### config.mk
export PLATFORM = sky130hd
export DESIGN_NAME = shift_add_mult
export DESIGN_NICKNAME = d
export VERILOG_FILES = /design/src/rtl/shift_add_mult.sv
export SDC_FILE = /design/constraint.sdc
export NUM_CORES = 1
export LEC_CHECK = 0
export ABC_AREA = 0
export CORE_MARGIN = 4
export CORE_UTILIZATION = 47
export CTS_CLUSTER_SIZE = 20
export DETAILED_ROUTE_END_ITERATION = 7
export PLACE_DENSITY_LB_ADDON = 0.08
export SYNTH_ARGS = -nofsm -noshare
export SYNTH_HDL_FRONTEND = slang
export SYNTH_SLANG_ARGS = --single-unit
export TNS_END_PERCENT = 30
### constraint.sdc
create_clock -name clk -period 1.72 [get_ports clk]
set_input_delay 0.172 -clock clk [delete_from_list [all_inputs] [get_ports clk]]
set_output_delay 0.172 -clock clk [all_outputs]
set_load 0.1 [all_outputs]
### src/rtl/shift_add_mult.sv
// -----------------------------------------------------------------------------
// shift_add_mult
//
// Purpose:
//   Parametrised N x N shift-and-add multiplier. A (2N+1)-bit accumulator
//   starts as {0, multiplier}. Each RUN cycle it conditionally adds the
//   multiplicand into its upper half and shifts right by one. After N such
//   cycles the low 2N bits hold the product. A start/busy/done handshake
//   frames each operation. The product stays on the output until the next
//   accepted start.
//
// Parameters:
//   N        operand width in bits (N >= 2)
//
// Ports:
//   clk      input   1    rising-edge clock
//   rst      input   1    synchronous, active-high reset
//   start    input   1    sample operands and begin a multiply (IDLE/DONE only)
//   mcand    input   N    multiplicand, sampled on the accepting edge
//   mplier   input   N    multiplier, sampled on the accepting edge
//   sgn      input   1    (SHIFT_ADD_SIGNED_EN only) operands are two's complement
//   busy     output  1    high while iterating (RUN)
//   done     output  1    one-cycle pulse: product valid
//   product  output  2N   accumulator low 2N bits
//
// Configuration macro:
//   SHIFT_ADD_SIGNED_EN  adds the sgn port and signed (sign-magnitude) support
// -----------------------------------------------------------------------------
module shift_add_mult #(
  parameter int N = 4
) (
  input  logic           clk,
  input  logic           rst,
  input  logic           start,
  input  logic [N-1:0]   mcand,
  input  logic [N-1:0]   mplier,
`ifdef SHIFT_ADD_SIGNED_EN
  input  logic           sgn,
`endif
  output logic           busy,
  output logic           done,
  output logic [2*N-1:0] product
);

  localparam int CW = $clog2(N + 1);

  typedef enum logic [1:0] {
    IDLE = 2'd0,
    RUN  = 2'd1,
    DONE = 2'd2
  } state_t;

  state_t          state_q, state_d;
  logic [2*N:0]    acc_q, acc_d;
  logic [N-1:0]    mcand_q, mcand_d;
  logic [CW-1:0]   count_q, count_d;

  logic            accept;
  logic            lastStep;
  logic [N:0]      upper;
  logic [2*N:0]    shifted;
  logic [N-1:0]    mcandMag;
  logic [N-1:0]    mplierMag;

`ifdef SHIFT_ADD_SIGNED_EN
  logic            neg_q, neg_d;
  logic            negNext;

  // The core only multiplies magnitudes. Negative operands are folded to
  // their magnitude at accept time. The most negative value maps onto
  // 2^(N-1), which still fits in N unsigned bits.
  always_comb begin
    mcandMag  = (sgn && mcand[N-1])  ? -mcand  : mcand;
    mplierMag = (sgn && mplier[N-1]) ? -mplier : mplier;
    negNext   = sgn && (mcand[N-1] ^ mplier[N-1]);
  end
`else
  always_comb begin
    mcandMag  = mcand;
    mplierMag = mplier;
  end
`endif

  // A new operation can be accepted from IDLE or from DONE. Accepting from
  // DONE lets a caller run back-to-back operations.
  assign accept   = start && ((state_q == IDLE) || (state_q == DONE));
  assign lastStep = (state_q == RUN) && (count_q == CW'(N - 1));

  // One iteration: add into the upper N+1 bits, then shift the whole
  // accumulator right. The extra top bit holds the carry of the add.
  assign upper   = acc_q[2*N:N] + {1'b0, (acc_q[0] ? mcand_q : {N{1'b0}})};
  assign shifted = {upper, acc_q[N-1:0]} >> 1;

  // State register plus datapath registers; reset wins over everything.
  always_ff @(posedge clk) begin
    if (rst) begin
      state_q <= IDLE;
      acc_q   <= '0;
      mcand_q <= '0;
      count_q <= '0;
`ifdef SHIFT_ADD_SIGNED_EN
      neg_q   <= 1'b0;
`endif
    end else begin
      state_q <= state_d;
      acc_q   <= acc_d;
      mcand_q <= mcand_d;
      count_q <= count_d;
`ifdef SHIFT_ADD_SIGNED_EN
      neg_q   <= neg_d;
`endif
    end
  end

  // Next-state logic. A start seen during RUN is deliberately ignored.
  always_comb begin
    state_d = state_q;
    unique case (state_q)
      IDLE:    if (start) state_d = RUN;
      RUN:     if (lastStep) state_d = DONE;
      DONE:    state_d = start ? RUN : IDLE;
      default: state_d = IDLE;
    endcase
  end

  // Datapath next values. Outside RUN and accept, everything holds, so the
  // product stays visible through DONE and IDLE.
  always_comb begin
    acc_d   = acc_q;
    mcand_d = mcand_q;
    count_d = count_q;
`ifdef SHIFT_ADD_SIGNED_EN
    neg_d   = neg_q;
`endif
    if (accept) begin
      acc_d   = {{(N+1){1'b0}}, mplierMag};
      mcand_d = mcandMag;
      count_d = '0;
`ifdef SHIFT_ADD_SIGNED_EN
      neg_d   = negNext;
`endif
    end else if (state_q == RUN) begin
      acc_d   = shifted;
      count_d = count_q + CW'(1);
`ifdef SHIFT_ADD_SIGNED_EN
      // Sign is restored on the final iteration, so latency does not change.
      if (lastStep && neg_q) begin
        acc_d = {1'b0, -shifted[2*N-1:0]};
      end
`endif
    end
  end

  // Outputs decode registered state only, so they are glitch-free.
  always_comb begin
    busy    = (state_q == RUN);
    done    = (state_q == DONE);
    product = acc_q[2*N-1:0];
  end

endmodule

[Yosys cells after proc, flatten, opt, wreduce, memory -nomap -nowiden]
Index checks and enable logic that the tools add are counted.
Word-level totals
  input port bits: 11
  bits in registers: 17
  output and inout port bits: 10
  word-level logic and storage cells: 26
Cells by class
  add/sub/neg operators: 2
  equal/unequal tests: 5
  reductions and logical operators: 7
  muxes and demuxes: 7
Operators with widths (count)
  2-to-1 mux 4 bit: 3
  case mux 2 bit (3 select lines): 1
  adder 4 x 4 -> 5 bit: 1
  2-to-1 mux 2 bit: 2
  adder 3 x 1 -> 3 bit, second input constant: 1
  equality test 3 x 2 -> 1 bit, second input constant: 1
  equality test 2 x 1 -> 1 bit, second input constant: 1
  equality test 2 bit, second input constant: 1
  logical AND 1 bit: 2
  logical NOT 2 bit: 1
  inequality test 2 x 1 -> 1 bit, second input constant: 1
  inequality test 2 bit, second input constant: 1
  AND reduction 2 bit: 1
  nonzero test 2 bit: 1
  OR reduction 2 bit: 1
  logical OR 1 bit: 1
  2-to-1 mux 1 bit: 1

[Depth between registers and ports, before layout]
  depth after elaboration: 4
  gate-level depth with buffers: 7
  mapped depth without buffers: 7

[Least setup slack after synthesis]
No wires, ideal clock.
  kind: flip-flop to flip-flop
  start point: register acc_q[0]
  end point: register acc_q[5]
  cell stages (with the launch flop): 8
  slack: -500 ps
  setup time: 70 ps
  required time: 1650 ps
  arrival time: 2150 ps
  clock period less this slack: 2220 ps
  cells stage by stage: dfxtp_1 -> and2_1 -> ha_1 -> inv_1 -> fa_1 -> xnor2_1 -> nand2_1 -> a21oi_1
On the way
  longest elaborated chain between the ends: 2
Ends and longest elaborated chain
  start, declared: RTL line 54  | logic [2*N:0] acc_q, acc_d;
  start signal, assigned: RTL line 98  | acc_q <= '0;
  start signal, assigned: RTL line 106  | acc_q <= acc_d;
  2-to-1 mux 4 bit: RTL line 91  | assign upper = acc_q[2*N:N] + {1'b0, (acc_q[0] ? mcand_q : {N{1'b0}})};
  adder 4 x 4 -> 5 bit: RTL line 91
No other way between the ends.
A chain may end at the register's enable or synchronous reset.

[Worst setup path in the final report]
  start point: register acc_q[0]
  end point: register acc_q[6]
Same word-level chain as after synthesis.

==> results.md <==
- The flow ran to the end, and the final reports show no timing, DRC or antenna violations.
- The clock tree from TritonCTS is built.
- The netlist area before placement is 845 um^2.
- The power dissipated by switching net loads is 328 uW.
- The port buffer count is 20.
- The share of the clock period used by the worst path is 92.5%.
- For the pin with the worst max-slew slack, the measured transition is 0.273 ns.
- The number of clock buffers inserted by TritonCTS is 3.
- The maximum fanout count along the critical path is 6.
- The residual overflow from global routing is 0.
- The number of cells upsized or downsized after cts is 0.
- The count of final max-slew check failures is 0.
- The per-instance average area after synthesis is 8.71 um^2.
- From bottom edge to top edge, the die measures 50.4 um.
- The capturing point of the worst reg2reg path is acc_q[6]$_SDFFE_PP0N_.
- The clock transition time at the flip-flop clock pins of the worst setup and hold paths is 0.10 ns.
- The post-synth net total is 115.
- The required arrival time at the worst endpoint is 1.97 ns.
- Yosys mapped the design onto 30 distinct sky130hd cell types.
- In the post-synthesis netlist, the biggest area contributors are dfxtp_1 (40%), ha_1 (8.9%), nand2_1 (6.2%).
- The number of hold-repair buffers added at the cts stage is 0.
- The number of global-route vias before repair was 753.
- The area of combinational cells with multiple inputs is 440 um^2.
- Clock tree synthesis selected as its root buffer the cell clkbuf_4.
- In this run the number of H-tree levels came out at 1.
- The antenna diode count is 0.
- After detailed routing, the average wire length per cell comes to 12.1 um.
- The switching fraction of total power is 35.6%.
- The max-capacitance violation count is 0.
- The hold violation total from the final report is 0.
- Once the clock tree was built, the setup fixing pass inserted 0 buffers.
- The post-detailed-placement half-perimeter wirelength is 1310 um.
- The length in cells of the worst reg-to-reg path is 5.
- The number of warnings printed during yosys synthesis is 0.
- The total number of vias is 753.
- In this run the deepest clock path goes through 2 buffers.
- Measured along the x axis, the die boundary spans 50.4 um.
- In this run, synthesis produced a sequential element count of 17.
- In this run, synthesis inferred 0 flip-flops with an integrated enable.
- After synthesis, the share of flip-flops with an asynchronous set or reset is 0%.
- The final standard cell area without fillers is 1100 um^2.
- The post-synthesis cell count is 97.
- The number of antenna violations at the first check in global routing is 0.
- Summed over all instances, the cell type with the most area after synthesis is dfxtp_1.
- The number of design rule violations left after detail routing is 0.
- The most used flip-flop cell after synthesis is dfxtp_1.
- The register area is 352 um^2.
- The final layout contains routed wiring with a total length of 1750 um.
- The power per cell area is 838 nW/um^2.
- The vias per cell is 5.23.
- The setup check on the worst reg-to-reg path leaves a slack of 0.13 ns.
- The maximum vdd drop is 477 uV.
- The part of the total power dissipated in combinational logic is 28.7%.
- In this run the remaining antenna-violating nets after routing total 0.
- STA classifies the critical path startpoint as a flip-flop.
- The worst register-to-register path begins at acc_q[0]$_SDFFE_PP0P_.
- The number of instances on the worst hold path is 3.
- Counting the fill cells in the layout gives 155.
- Summing the sequential cell areas from Yosys gives 40.3% of the chip area.
- The synthesized design devotes to its leading area cell type 40.3% of total area.
- The share of total power dissipated in the clock network is 24.0%.
- The count of non-filler cells in the finished layout is 144.
- The minimum clock period is 1.59 ns.
- The worst hold path class is in -> reg.
- CTS saw 17 sinks.
- Setup violations remaining at the end of the flow were counted as 0.
- For hold timing, the worst endpoint is mcand_q[0]$_SDFFE_PP0P_.
- The number of placed instances with taps included is 140.
- Cell internal power was estimated by the tool at 594 uW.
- The share of total power dissipated in sequential elements is 47.4%.
- Measured against its own limit, the worst slew margin works out to 81.8%.
- Derived from the worst setup path, the maximum achievable clock frequency is 0.629 GHz.
- Setup repair after global routing could not meet its margin everywhere.
- The number of ports placed on the die boundary is 21.
- Across every metal layer, demand over resource in global routing totals 16.9%.
- The floorplan step defined a core boundary enclosing 1710 um^2.
- The layout cell share with drive strength beyond 1 is 21.0%.
- The number of violations reported at the end of detailed-routing iteration 0 is 10.
- The die covers 2540 um^2.
- The worst hold path begins at mcand[0].
- The post-route clock skew is 0.00510 ns.
- The worst endpoint data arrival time is 1.84 ns.
- STA classifies the critical path endpoint as a flip-flop.
- The area added between synthesis and finish is 30.2%.
- The floorplan has 15 rows.
- Entering global routing, the biggest net connects 15 pins.
- The congestion estimate from routability-driven global placement came to 0.860.
- The instance area after placement is 1070 um^2.
- The initial cell density of the core is 49.5%.
- The first TritonRoute pass finished after 4 iterations.
- The leakage power is 0.000466 uW.
- On the final layout, the worst hold slack is 0.405 ns.
- The clock network latency to the later pin of the worst-skew pair is 0.30 ns.
- After the last flow step, the layout net total stands at 138.
- The critical path is of the reg -> reg type.
- The first global-routing pass estimated 3200 um of wire.
[cell usage in the layout, fill, tap and decap left out, types with 3 or more instances in the layout]
cell type	count
nand2_1	14
dfxtp_1	12
buf_4	11
clkdlybuf4s50_1	10
nor3_1	8
a21oi_1	8
ha_1	6
inv_1	5
nor2_1	5
o22ai_1	4
and2_1	3
dfxtp_2	3
clkbuf_4	3
[logic make-up after synthesis]
logic type	Yosys count	synth area share, %
simple gates	42	25.8
compound gates	18	12.7
flops	17	40.3
buf+inv	11	7.85
fa+ha+maj	7	11.3
xor+xnor	2	2.07
[synth_stat cells, types with 2 or more instances]
cell and count:
xnor2_1 2, a21oi_1 8, nand3_1 2, buf_6 2
nor3_1 8, and2_1 3, ha_1 6, nand2b_1 2
nand2_1 14, dfxtp_1 17, nor2_1 5, a211oi_1 2
o22ai_1 4, nor2b_1 2, inv_1 5
[power by group through the flow]
stage	Combinational, uW	Clock (uW)	Sequential [uW]
after floorplan	104	0	537
after global placement	262	0	445
after detailed placement	263	0	446
after CTS	265	228	437
after global routing	284	243	441
final	264	221	437
[worst max-delay path by stage]
| stage | start | end | slack, ns | cells after the start |
|---|---|---|---|---|
| final | acc_q[0]$_SDFFE_PP0P_ | acc_q[6]$_SDFFE_PP0N_ | 0.13 | 5 |
| after global routing | acc_q[0]$_SDFFE_PP0P_ | acc_q[5]$_SDFFE_PP0N_ | -0.0005 | 7 |
| after CTS | state_q[0]$_SDFFE_PP0P_ | busy | 0.08 | 3 |
| after detailed placement | acc_q[0]$_SDFFE_PP0P_ | acc_q[6]$_SDFFE_PP0N_ | 0.16 | 5 |
| after global placement | acc_q[0]$_SDFFE_PP0P_ | acc_q[6]$_SDFFE_PP0N_ | 0.18 | 5 |
| after floorplan | acc_q[7]$_SDFFE_PP0N_ | acc_q[6]$_SDFFE_PP0N_ | -0.03 | 4 |
[flip-flops by register name, summed over array words and instances (netlist names)]
register,flops
acc_q,8
state_q,2
mcand_q,4
count_q,3
[final cells by class]
class / count / area share [%]
sequential: 17 / 32.0
inverter: 6 / 2.50
clock buffer: 4 / 2.39
timing repair buffer: 23 / 20.3
multi-input combinational: 69 / 40.0
tap: 25 / 2.84
[through the flow]
stage                     util (%)  total power, uW  setup slack [ns]   TNS (ns)
after CTS                     64.2              929            0.0815          0
after detailed placement      62.7              709             0.160          0
after global placement        62.7              708             0.179          0
after global routing          64.4              968         -0.000453  -0.000453
after floorplan                  -              641           -0.0292    -0.0292
final                         64.4              922             0.129          0
[worst max-delay path: stages (launching register included)]
cell and delay, ns:
dfxtp_4 0.37, and2_1 0.14, ha_1 0.29, or4b_1 0.51, a21o_1 0.18, nand3_2 0.05
[per-layer routing]
layer	up-vias	part of all wire, %	GRT usage [%]
li1	378	-	-
met5	-	0	0
met4	0	3.4	10.8
met2	19	46	25.7
met1	349	44	20.0
met3	7	5.8	5.93
No activity file was read; power rests on OpenSTA's default activity.
